--- config.mk ---
export PLATFORM = sky130hd
export DESIGN_NAME = fetch_queue
export DESIGN_NICKNAME = d
export VERILOG_FILES = /design/src/rtl/fetch_pkg.sv /design/src/rtl/sync_fifo.sv /design/src/rtl/fetch_queue.sv
export SDC_FILE = /design/constraint.sdc
export NUM_CORES = 1
export LEC_CHECK = 0
export CAP_MARGIN = 20
export CORE_ASPECT_RATIO = 0.8
export CORE_MARGIN = 1.5
export CORE_UTILIZATION = 58
export CTS_CLUSTER_SIZE = 12
export DETAILED_ROUTE_END_ITERATION = 6
export PLACE_DENSITY = 0.91
export SYNTH_ARGS = -nofsm -noshare
export SYNTH_HDL_FRONTEND = slang
export SYNTH_SLANG_ARGS = --single-unit
--- constraint.sdc ---
create_clock -name clk -period 4.4 [get_ports clk]
set_input_delay 0.44 -clock clk [delete_from_list [all_inputs] [get_ports clk]]
set_output_delay 0.44 -clock clk [all_outputs]
set_load 0.005 [all_outputs]
--- src/rtl/fetch_pkg.sv ---
// Shared constants and the queue entry type for the LC-3b decoupled fetch unit.
package fetch_pkg;

  localparam logic [1:0]  PCMUX_SEQ        = 2'd0;
  localparam logic [1:0]  PCMUX_TARGET     = 2'd1;
  localparam logic [1:0]  PCMUX_TRAP       = 2'd2;

  localparam logic [15:0] RESET_PC_DEFAULT = 16'h3000;
  localparam int          FQ_ADDR_W        = 16;
  localparam int          FQ_INSTR_W       = 16;

  typedef struct packed {
    logic [FQ_ADDR_W-1:0]  npc;
    logic [FQ_INSTR_W-1:0] ir;
  } fetch_entry_t;

endpackage

--- src/rtl/sync_fifo.sv ---
// Single-clock FIFO with synchronous flush; the count register tells full from empty.
module sync_fifo #(
  parameter  int DEPTH = 4,
  parameter  int WIDTH = 32,
  localparam int CW    = $clog2(DEPTH + 1),
  localparam int PW    = (DEPTH > 1) ? $clog2(DEPTH) : 1
) (
  input  logic             clk,
  input  logic             rst_n,
  input  logic             push,
  input  logic             pop,
  input  logic             flush,
  input  logic [WIDTH-1:0] wdata,
  output logic [WIDTH-1:0] rdata,
  output logic [CW-1:0]    count,
  output logic             full,
  output logic             empty
);

  logic [WIDTH-1:0] r_mem [DEPTH];
  logic [PW-1:0]    r_head;
  logic [PW-1:0]    r_tail;
  logic [CW-1:0]    r_count;
  logic             w_push;
  logic             w_pop;

  assign full   = (r_count == CW'(DEPTH));
  assign empty  = (r_count == '0);
  assign count  = r_count;
  assign rdata  = r_mem[r_head];
  assign w_push = push & ~full & ~flush;
  assign w_pop  = pop & ~empty & ~flush;

  function automatic logic [PW-1:0] ptr_inc(input logic [PW-1:0] p);
    return (p == PW'(DEPTH - 1)) ? '0 : p + PW'(1);
  endfunction

  always_ff @(posedge clk) begin
    if (w_push) r_mem[r_tail] <= wdata;
  end

  always_ff @(posedge clk or negedge rst_n) begin
    if (!rst_n) begin
      r_head  <= '0;
      r_tail  <= '0;
      r_count <= '0;
    end else if (flush) begin
      r_head  <= '0;
      r_tail  <= '0;
      r_count <= '0;
    end else begin
      if (w_push) r_tail <= ptr_inc(r_tail);
      if (w_pop)  r_head <= ptr_inc(r_head);
      case ({w_push, w_pop})
        2'b10:   r_count <= r_count + CW'(1);
        2'b01:   r_count <= r_count - CW'(1);
        default: r_count <= r_count;
      endcase
    end
  end

endmodule

--- src/rtl/fetch_queue.sv ---
// Decoupled fetch: PC, imem handshake, prefetch queue of {npc, ir} and the DE latch.
module fetch_queue
  import fetch_pkg::*;
#(
  parameter  int               DEPTH    = 4,
  parameter  int               ADDR_W   = 16,
  parameter  int               INSTR_W  = 16,
  parameter  logic [ADDR_W-1:0] RESET_PC = RESET_PC_DEFAULT,
  parameter  int               PC_INC   = 2,
  localparam int               CW       = $clog2(DEPTH + 1)
) (
  input  logic               clk,
  input  logic               rst_n,
  output logic [ADDR_W-1:0]  imem_addr,
  output logic               imem_req,
  input  logic [INSTR_W-1:0] imem_rdata,
  input  logic               imem_r,
  input  logic               dep_stall,
  input  logic               mem_stall,
  input  logic               v_de_br_stall,
  input  logic               v_agex_br_stall,
  input  logic               v_mem_br_stall,
  input  logic [1:0]         mem_pcmux,
  input  logic [ADDR_W-1:0]  target_pc,
  input  logic [ADDR_W-1:0]  trap_pc,
  output logic [ADDR_W-1:0]  de_npc,
  output logic [INSTR_W-1:0] de_ir,
  output logic               de_v,
  output logic [CW-1:0]      q_count
);

  localparam int EW = ADDR_W + INSTR_W;

  logic [ADDR_W-1:0]  r_pc;
  logic [ADDR_W-1:0]  r_de_npc;
  logic [INSTR_W-1:0] r_de_ir;
  logic               r_de_v;

  logic [ADDR_W-1:0]  w_pc_inc;
  logic               w_full;
  logic               w_empty;
  logic               w_br_stall;
  logic               w_de_ld;
  logic               w_redirect;
  logic               w_push;
  logic               w_pop;
  logic [EW-1:0]      w_head;

  assign w_pc_inc   = r_pc + ADDR_W'(PC_INC);
  assign w_br_stall = v_de_br_stall | v_agex_br_stall | v_mem_br_stall;
  assign w_de_ld    = ~(dep_stall | mem_stall);
  assign w_redirect = v_mem_br_stall & ~mem_stall &
                      ((mem_pcmux == PCMUX_TARGET) | (mem_pcmux == PCMUX_TRAP));

  // Request depends only on queue space, never on decode, so no combinational loop.
  assign imem_req   = rst_n & ~w_full;
  assign imem_addr  = r_pc;
  assign w_push     = imem_req & imem_r & ~w_redirect;
  assign w_pop      = w_de_ld & ~w_br_stall & ~w_empty & ~w_redirect;

  sync_fifo #(
    .DEPTH (DEPTH),
    .WIDTH (EW)
  ) u_queue (
    .clk   (clk),
    .rst_n (rst_n),
    .push  (w_push),
    .pop   (w_pop),
    .flush (w_redirect),
    .wdata ({w_pc_inc, imem_rdata}),
    .rdata (w_head),
    .count (q_count),
    .full  (w_full),
    .empty (w_empty)
  );

  always_ff @(posedge clk or negedge rst_n) begin
    if (!rst_n) begin
      r_pc <= RESET_PC;
    end else if (w_redirect) begin
      r_pc <= (mem_pcmux == PCMUX_TARGET) ? target_pc : trap_pc;
    end else if (w_push) begin
      r_pc <= w_pc_inc;
    end
  end

  // A redirect kills the DE instruction even under dep_stall.
  always_ff @(posedge clk or negedge rst_n) begin
    if (!rst_n) begin
      r_de_v   <= 1'b0;
      r_de_npc <= '0;
      r_de_ir  <= '0;
    end else if (w_redirect) begin
      r_de_v   <= 1'b0;
    end else if (w_pop) begin
      r_de_v   <= 1'b1;
      r_de_npc <= w_head[EW-1:INSTR_W];
      r_de_ir  <= w_head[INSTR_W-1:0];
    end else if (w_de_ld) begin
      r_de_v   <= 1'b0;
    end
  end

  assign de_npc = r_de_npc;
  assign de_ir  = r_de_ir;
  assign de_v   = r_de_v;

endmodule

Word level (Yosys, flattened, before mapping). Memories as Yosys holds them, arrays and structs flattened. A register that Yosys moved wholly into a read port is not among the register bits. Cells that the tools add are included.

Flip-flop bits (word level): 24. Bits in writable memories: 128. Input port bits: 58. Output and inout port bits: 53. Word-level logic and storage cells: 64. Memories: 1.

Add/sub/neg operators: 5. Eq/ne operators: 8. Muxes and demuxes: 16. Bitwise logic cells: 22. Reduce and logical (&&, ||, !) cells: 7.

Memories: u_queue.r_mem (words 4, bits a word 32, read ports 1, clocked after memory_dff 1, write ports 1, RTL line sync_fifo.sv:20) `logic [WIDTH-1:0] r_mem [DEPTH];`.

Operators by type and width (count): 16-bit 2-to-1 mux (3); 16-bit by 2-bit adder with 16-bit output, second input constant (1); 1-bit AND (12); 2-bit 2-to-1 mux (6); 2-bit == test, second input constant (4); 1-bit inverter (6); 3-bit case mux with 2 select lines (1); 2-bit nonzero test (3); 1-bit 2-to-1 mux (5); 2-bit by 1-bit adder with 2-bit output, second input constant (2); 2-bit by 1-bit == test with 1-bit output, second input constant (2); 1-bit OR (4); 3-bit by 1-bit adder with 3-bit output, second input constant (1); 3-bit == test, second input constant (1); 3-bit logical NOT (1); 3-bit 2-to-1 mux (1); 3-bit by 1-bit != test with 1-bit output, second input constant (1); 3-bit nonzero test (1); 3-bit by 1-bit subtractor with 3-bit output, second input constant (1); 2-bit AND reduction (1); 1-bit logical NOT (1).

Logic depth before layout (Yosys ltp). Gate-level depths: netlist of run 1.

Depth after elaboration: 11. Gate-level depth with buffers: 11. Mapped depth without buffers: 9.

By module. Synthesis of run 1 repeated with hierarchy kept, for this count alone.

Cell total of the unflattened synthesis: 463. Area total of the unflattened synthesis: 7787.5 sq um.

By module, submodules not included: sync_fifo (instances 1, cells an instance 234, area each 5246.3 sq um, sequential area each 4018.9 sq um); fetch_queue (instances 1, cells an instance 229, area each 2541.2 sq um, sequential area each 1228.7 sq um).

Worst setup path after synthesis of run 1. Ideal clock, no wire load.

Path kind: in2reg. Start point: input mem_pcmux[1]. End point: register u_queue.r_count[2] (netlist: u_queue.count[2]). Library setup time: 0.078 ns. Arrival: 2.636 ns. Data required time: 4.322 ns. Setup slack: 1.686 ns. Stages on the path: 11. Buffers on the path: 2. Cells stage by stage: inv_1 ha_1 or3b_2 clkbuf_1 clkbuf_1 nand2_1 ha_1 fa_1 xnor2_1 or3_1 a21oi_1.

Cells in the longest elaborated chain, start to end: 10. Elaborated cells on any way between the ends: 16. Classes of those cells: 4 x eq/ne; 2 x mux; 9 x bitwise; 1 x reduce/logical.

Ends and longest elaborated chain: start, declared (RTL line fetch_queue.sv:23) `input logic [1:0] mem_pcmux,`; 2-bit by 1-bit == test with 1-bit output / 2-bit == test (equally long branches) (RTL line fetch_queue.sv:53) `((mem_pcmux == PCMUX_TARGET) | (mem_pcmux == PCMUX_TRAP));`; 1-bit OR (*) (RTL line fetch_queue.sv:53); 1-bit AND (*) (RTL line fetch_queue.sv:52) `assign w_redirect = v_mem_br_stall & ~mem_stall &`; 1-bit inverter (no source line); 1-bit AND (on tied branches) (RTL line fetch_queue.sv:59, fetch_queue.sv:58); 1-bit AND (on tied branches) (2 in a row) (RTL line sync_fifo.sv:32, sync_fifo.sv:31); 2-bit by 1-bit == test with 1-bit output / 2-bit == test (equally long branches) (RTL line sync_fifo.sv:54) `case ({w_push, w_pop})`; 3-bit case mux with 2 select lines (RTL line sync_fifo.sv:54); 3-bit 2-to-1 mux (RTL line sync_fifo.sv:47) `end else if (flush) begin`; end signal, assigned (RTL line sync_fifo.sv:55) `2'b10: r_count <= r_count + CW'(1);`; end signal, assigned (RTL line sync_fifo.sv:56) `2'b01: r_count <= r_count - CW'(1);`; end signal, assigned (RTL line sync_fifo.sv:57) `default: r_count <= r_count;`; end, declared (RTL line sync_fifo.sv:23) `logic [CW-1:0] r_count;`.

Mark *: on every way between the ends. The rest lies on a longest branch, timed or not. A chain may end at the register's enable or synchronous reset.

Worst setup path in the final report of run 1. Same ends and word-level chain as after synthesis.

==> reports/metrics.csv, run 1 <==
metric;value;unit
vias;4320;
antenna_found_initial;0;
synth_fp_nets;506;
critPathArrivalTime;3.24;ns
start_util;59.1;%
finalHoldViolCount;0;
fp.dieArea;13700;um^2
routed_wirelength;15700;um
drive_gt1_share;20.3;%
drtIter0Drc;357;
post_drt_wl_per_cell;21.3;um
ys_ff_latch;184;
p_clk_share;29.4;%
ir_drop;0.328;mV
start_kind;primary input;
cts_root_buffer;clkbuf_16;
p_seq_share;46.6;%
gp_congestion;0.861;
max_slew_margin;34.0;%
rsz0062_at_grt;false;
fmax;346;MHz
grt_max_degree;57;
hold_path.class;primary input to async pin;
cts_tree;done;
p_sw;1.44;mW
cts_resized;0;
avgViaCountPerCell;5.86;
h-tree-depth;4;
drt_first_pass_iters;4;
port_buffers;110;
intPower;4.00;mW
dp_hpwl;9540;um
cts_sinks;184;
clock_latency;0.43;ns
numCtsBuffers;17;
yosysUniqueCellTypes;42;
cp-end-kind;register;
cts_hold_buf;0;
cts.path.max_buffers;2;
worst_pin_slew;0.990;ns
power;5.44;mW
synth_area;7550;um^2
synthCells;439;
p_leak;3.28;nW
yosysSeqAreaShare;69.5;%
syn_area_per_cell;17.2;um^2
setup_viol;0;
syn_to_final_growth;25.1;%
fin_util;73.9;%
cts_setup_buffers;0;
path_max_fanout;39;
critPathRequiredTime;4.75;ns
antenna_cells;0;
crit_type;primary input to register;
rows;37;
fin_worst_skew;0.0119;ns
finalCritPeriodShare;65.7;%
drc;0;
grt_use_total;24.9;%
slew_viol_final;0;
grt_pass1_wl;24300;um
path_clk_slew;0.06;ns
die_w;131;um
grt-ovfl-total;0;
die_h;105;um
core;12800;um^2
fin_nets;616;
swShare;26.5;%
powerDensity;576;nW/um^2
pwr-share-comb;24.0;%
period_needed;2.89;ns
fill_cells;755;
status;complete, no violations;
grt_pass1_vias;4454;
io_pins;111;
cap_viol_max_count;0;
yosys_warnings;0;
ant_nets;0;
finalSetupTns;0;ns
[worst max-delay path, stage by stage]
cell,delay (ns)
clkdlybuf4s50_1,0.45
inv_1,0.04
ha_1,0.27
or3b_2,0.63
nand2_1,0.13
ha_1,0.27
fa_1,0.40
xnor2_1,0.15
or3_1,0.31
a21oi_1,0.16
[layout make-up]
cell class	instances	area, um^2	area share [%]
sequential	184	5250	55.6
multi-input combinational	224	2180	23.0
timing repair buffer	115	1150	12.1
clock buffer	17	425	4.50
tap	175	219	2.32
clock inverter	15	203	2.15
inverter	7	26.3	0.278
[power groups by stage]
stage	clock network, mW	logic [mW]	registers, mW
floorplan	0	0.645	2.50
global placement	0	1.21	2.57
detailed placement	0	1.26	2.60
CTS	1.62	1.28	2.57
global route	1.68	1.42	2.58
finish	1.60	1.31	2.54
[flip-flops by register name (all words and copies together) (netlist names)]
register / flops
u_queue.r_tail: 2
u_queue.count: 3
imem_addr: 16
u_queue.r_head: 2
de_ir: 16
de_npc: 16
u_queue.r_mem: 128
de_v: 1
[placed cells by master, fill, tap and decap left out, types with 3 or more instances in the layout]
master           netlist  routed
or4_1                  3       3
mux2i_1                3       3
dfrtp_1               54      53
mux2_2                32      32
mux4_2                32      32
a31oi_1                7       7
ha_1                   8       8
buf_4                  3       4
xnor2_1               15      15
inv_1                  7       7
bufinv_16              0       4
a211oi_1              14      14
edfxtp_1             128     128
nand3_1                5       5
nor2b_1               15      15
nor3_1                 4       3
o21ai_0                8       8
o31ai_1                3       3
and3_2                 0       4
nor2_1                10      10
clkbuf_16              0      17
a21oi_1               10      10
or3_1                  8       8
xor2_1                 7       7
nand2_1               15      15
nor4_1                 4       4
clkdlybuf4s50_1        0     109
clkinvlp_4             0       3
[Yosys cell counts]
cell type	number	share of area, %
fa_1	1	0.27
and3_1	5	0.41
buf_2	7	0.46
xor2_1	7	0.81
dfstp_2	2	0.70
nor2_1	10	0.50
xnor2_1	15	1.7
nand3_1	5	0.33
a21oi_1	10	0.66
nand3b_1	1	0.099
nand2_1	15	0.75
nor4_1	4	0.33
buf_1	3	0.15
o22ai_1	1	0.083
inv_1	7	0.35
dfrtp_1	54	18
nor3b_1	2	0.20
o31ai_1	3	0.30
nand4_1	2	0.17
mux4_2	32	9.5
nor2b_1	15	1.2
o21bai_1	1	0.099
or4_1	3	0.30
nor4b_1	1	0.12
ha_1	8	1.3
or2_2	2	0.17
clkbuf_1	10	0.50
nor3_1	4	0.27
edfxtp_1	128	51
a211oi_1	14	1.4
mux2i_1	3	0.40
nand3_2	1	0.13
or2_0	1	0.083
o21ai_0	8	0.53
clkbuf_2	1	0.066
mux2_2	32	4.8
a31oi_1	7	0.58
buf_4	3	0.30
nor3b_2	1	0.17
or4_4	1	0.15
or3_1	8	0.66
or3b_2	1	0.12
[worst paths after layout]
kind | depth (start not counted) | end | startpoint | slack [ns]
max in group asynchronous | 2 | u_queue.r_head[0] | rst_n | 3.51
hold / removal | 2 | imem_addr[11] | rst_n | 0.31
setup / recovery | 10 | u_queue.count[2] | mem_pcmux[1] | 1.51
setup reg to reg | 8 | u_queue.count[2] | u_queue.count[1] | 2.10
hold reg to reg | 1 | de_ir[7] | de_ir[7] | 0.51
min in group clk | 1 | de_ir[7] | de_ir[7] | 0.51
[metrics by stage]
step	setup slack, ns	hold slack (ns)	cells	instance area [um^2]
after floorplan	1.69	0.144	439	7550
after CTS	1.54	0.311	736	9420
final	1.51	0.309	737	9440
after detailed placement	1.11	0.495	704	8800
after global routing	1.38	0.367	737	9440
after global placement	1.21	0.489	704	8800
[metal layers]
| metal | GRT usage, % | wire length (um) | share of wire, % | vias to the layer above |
|---|---|---|---|---|
| met5 | 0 | 0 | 0 | - |
| met4 | 10.1 | 224 | 1.4 | 0 |
| met3 | 6.40 | 1000 | 6.4 | 16 |
| met2 | 39.0 | 8200 | 52 | 175 |
| met1 | 33.7 | 6280 | 40 | 2209 |
| li1 | - | - | - | 1920 |
[logic make-up (layout without fill, tap and decap cells)]
kind of cell / Yosys count / count (layout) / synth area share [%]
adder cells (fa/ha/maj): 9 / 9 / 1.59
buffers and inverters: 31 / 154 / 1.82
flip-flops: 184 / 184 / 69.5
AND/OR/NAND/NOR: 82 / 82 / 6.18
AO/OA/AOI/OAI: 44 / 44 / 3.65
multiplexers: 67 / 67 / 14.7
XOR/XNOR: 22 / 22 / 2.55
No activity file was read; power rests on OpenSTA's default activity.
==> run 2: changes to the inputs <==
- CORE_UTILIZATION: 58 -> 54
- PLACE_DENSITY: 0.91 -> 0.85
- clock period: 4.4 -> 2.9 ns (I/O delays scaled with it)
==> reports/metrics.csv, run 2 (same netlist as run 1, synthesis figures left out) <==
metric;value;unit
status;complete, no violations;
die_h;109;um
layout.cells.most_common_list;edfxtp_1 (128), clkdlybuf4s50_1 (109), dfrtp_1 (53);
p_seq_share;46.7;%
swShare;26.7;%
r2r_slack;0.59;ns
fin_worst_skew;0.00877;ns
p_leak;3.32;nW
h-tree-depth;4;
grt_max_degree;57;
drtIter0Drc;206;
vias;4410;
largest_register;u_queue.r_mem;
finalCritPeriodShare;79.7;%
ant_nets;0;
rsz0062_at_grt;false;
grt_pass1_wl;25000;um
dp_cells;719;
drc;0;
grt-ovfl-total;0;
fp.dieArea;14700;um^2
r2r_cells;5;
finalHoldViolCount;0;
slew_viol_final;0;
finalSetupTns;0;ns
setup_viol;0;
gp_congestion;0.850;
largest_register_ff_count;128;
core;13600;um^2
ir_drop;0.492;mV
routed_wirelength;15800;um
cts_sinks;184;
p_clk_share;28.8;%
critPathArrivalTime;2.36;ns
fin_util;69.8;%
intPower;6.02;mW
io_pins;111;
drt_first_pass_iters;5;
cp-end-kind;register;
max_slew_margin;41.2;%
port_buffers;110;
start_kind;register;
fill_cells;869;
cts_setup_buffers;0;
avgViaCountPerCell;5.86;
cap_viol_max_count;0;
cts_tree;done;
fin_area;9490;um^2
antenna_found_initial;1;
place_area;8880;um^2
post_drt_wl_per_cell;21.1;um
cts.path.max_buffers;2;
cts_root_buffer;clkbuf_16;
instances_no_fill;752;
critPathRequiredTime;2.95;ns
syn_to_final_growth;25.7;%
drive_gt1_share;21.7;%
numCtsBuffers;17;
rows;38;
fmax;433;MHz
dp_hpwl;10300;um
period_needed;2.31;ns
final_common_cell;edfxtp_1;
grt_use_total;23.4;%
ff_latch_area;5250;um^2
rr_endpoint;u_queue.r_mem[1][16];
hold_path.class;primary input to async pin;
worst_pin_slew;0.882;ns
start_util;55.5;%
pwr-share-comb;24.5;%
crit_type;register to register;
p_sw;2.19;mW
path_max_fanout;32;
path_clk_slew;0.07;ns
power;8.21;mW
clock_latency;0.42;ns
grt_pass1_vias;4574;
cts_hold_buf;0;
fin_nets;625;
powerDensity;864;nW/um^2
timing.rr.start;u_queue.count[2];
multiInputGateArea;2180;um^2
cts_resized;0;
die_w;135;um
-- run 2: cell count changes in the layout (fill, tap and decap cells not counted), sizes merged --
cell,previous run,this run
diode,0,1
clkinv,6,4
inv,9,10
buf,6,15
clkbuf,17,19
bufinv,4,3
-- run 2: worst max path at each step --
stage                           from                   end  slack, ns
global route            imem_addr[1]         imem_addr[15]       0.47
global placement        mem_pcmux[1]  u_queue.r_mem[0][10]       0.26
finish              u_queue.count[2]  u_queue.r_mem[1][16]       0.59
detailed placement      mem_pcmux[1]  u_queue.r_mem[0][12]       0.22
floorplan               mem_pcmux[1]      u_queue.count[2]       0.34
CTS                 u_queue.count[2]  u_queue.r_mem[1][17]       0.57
-- run 2: cell type report --
type	count	area share (%)
inverter	7	0.277
timing repair buffer	124	12.7
clock buffer	19	4.67
sequential	184	55.3
clock inverter	13	1.79
tap	180	2.37
multi-input combinational	224	22.9
antenna	1	0.0264
-- run 2: stage by stage --
step                worst slack (ns)  hold slack [ns]
floorplan                      0.336         -0.00559
global placement               0.261            0.489
detailed placement             0.218            0.496
CTS                            0.570            0.203
global route                   0.468            0.220
finish                         0.589            0.173
-- run 2: critical path, stage by stage, from the launching register on --
cell and delay (ns):
dfrtp_1 0.45, nor3b_2 0.19, buf_4 0.17, nor2_1 0.15, buf_4 0.18, and3_2 0.79
-- run 2: metal layers --
metal | global-route usage [%] | part of all wire, % | wire length (um) | vias to the layer above
met4 | 7.68 | 1.3 | 200 | 0
met2 | 39.4 | 50 | 7960 | 196
met3 | 6.51 | 6.8 | 1070 | 18
met1 | 29.9 | 42 | 6610 | 2249
li1 | - | - | - | 1947
met5 | 0 | 0 | 0 | -
-- run 2: power groups by stage --
stage               Combinational, mW  Clock, mW  Sequential, mW
global route                     2.19       2.49            3.90
CTS                              2.03       2.39            3.84
global placement                 1.93          0            3.84
detailed placement               2.01          0            3.88
floorplan                       0.979          0            3.80
finish                           2.01       2.36            3.83
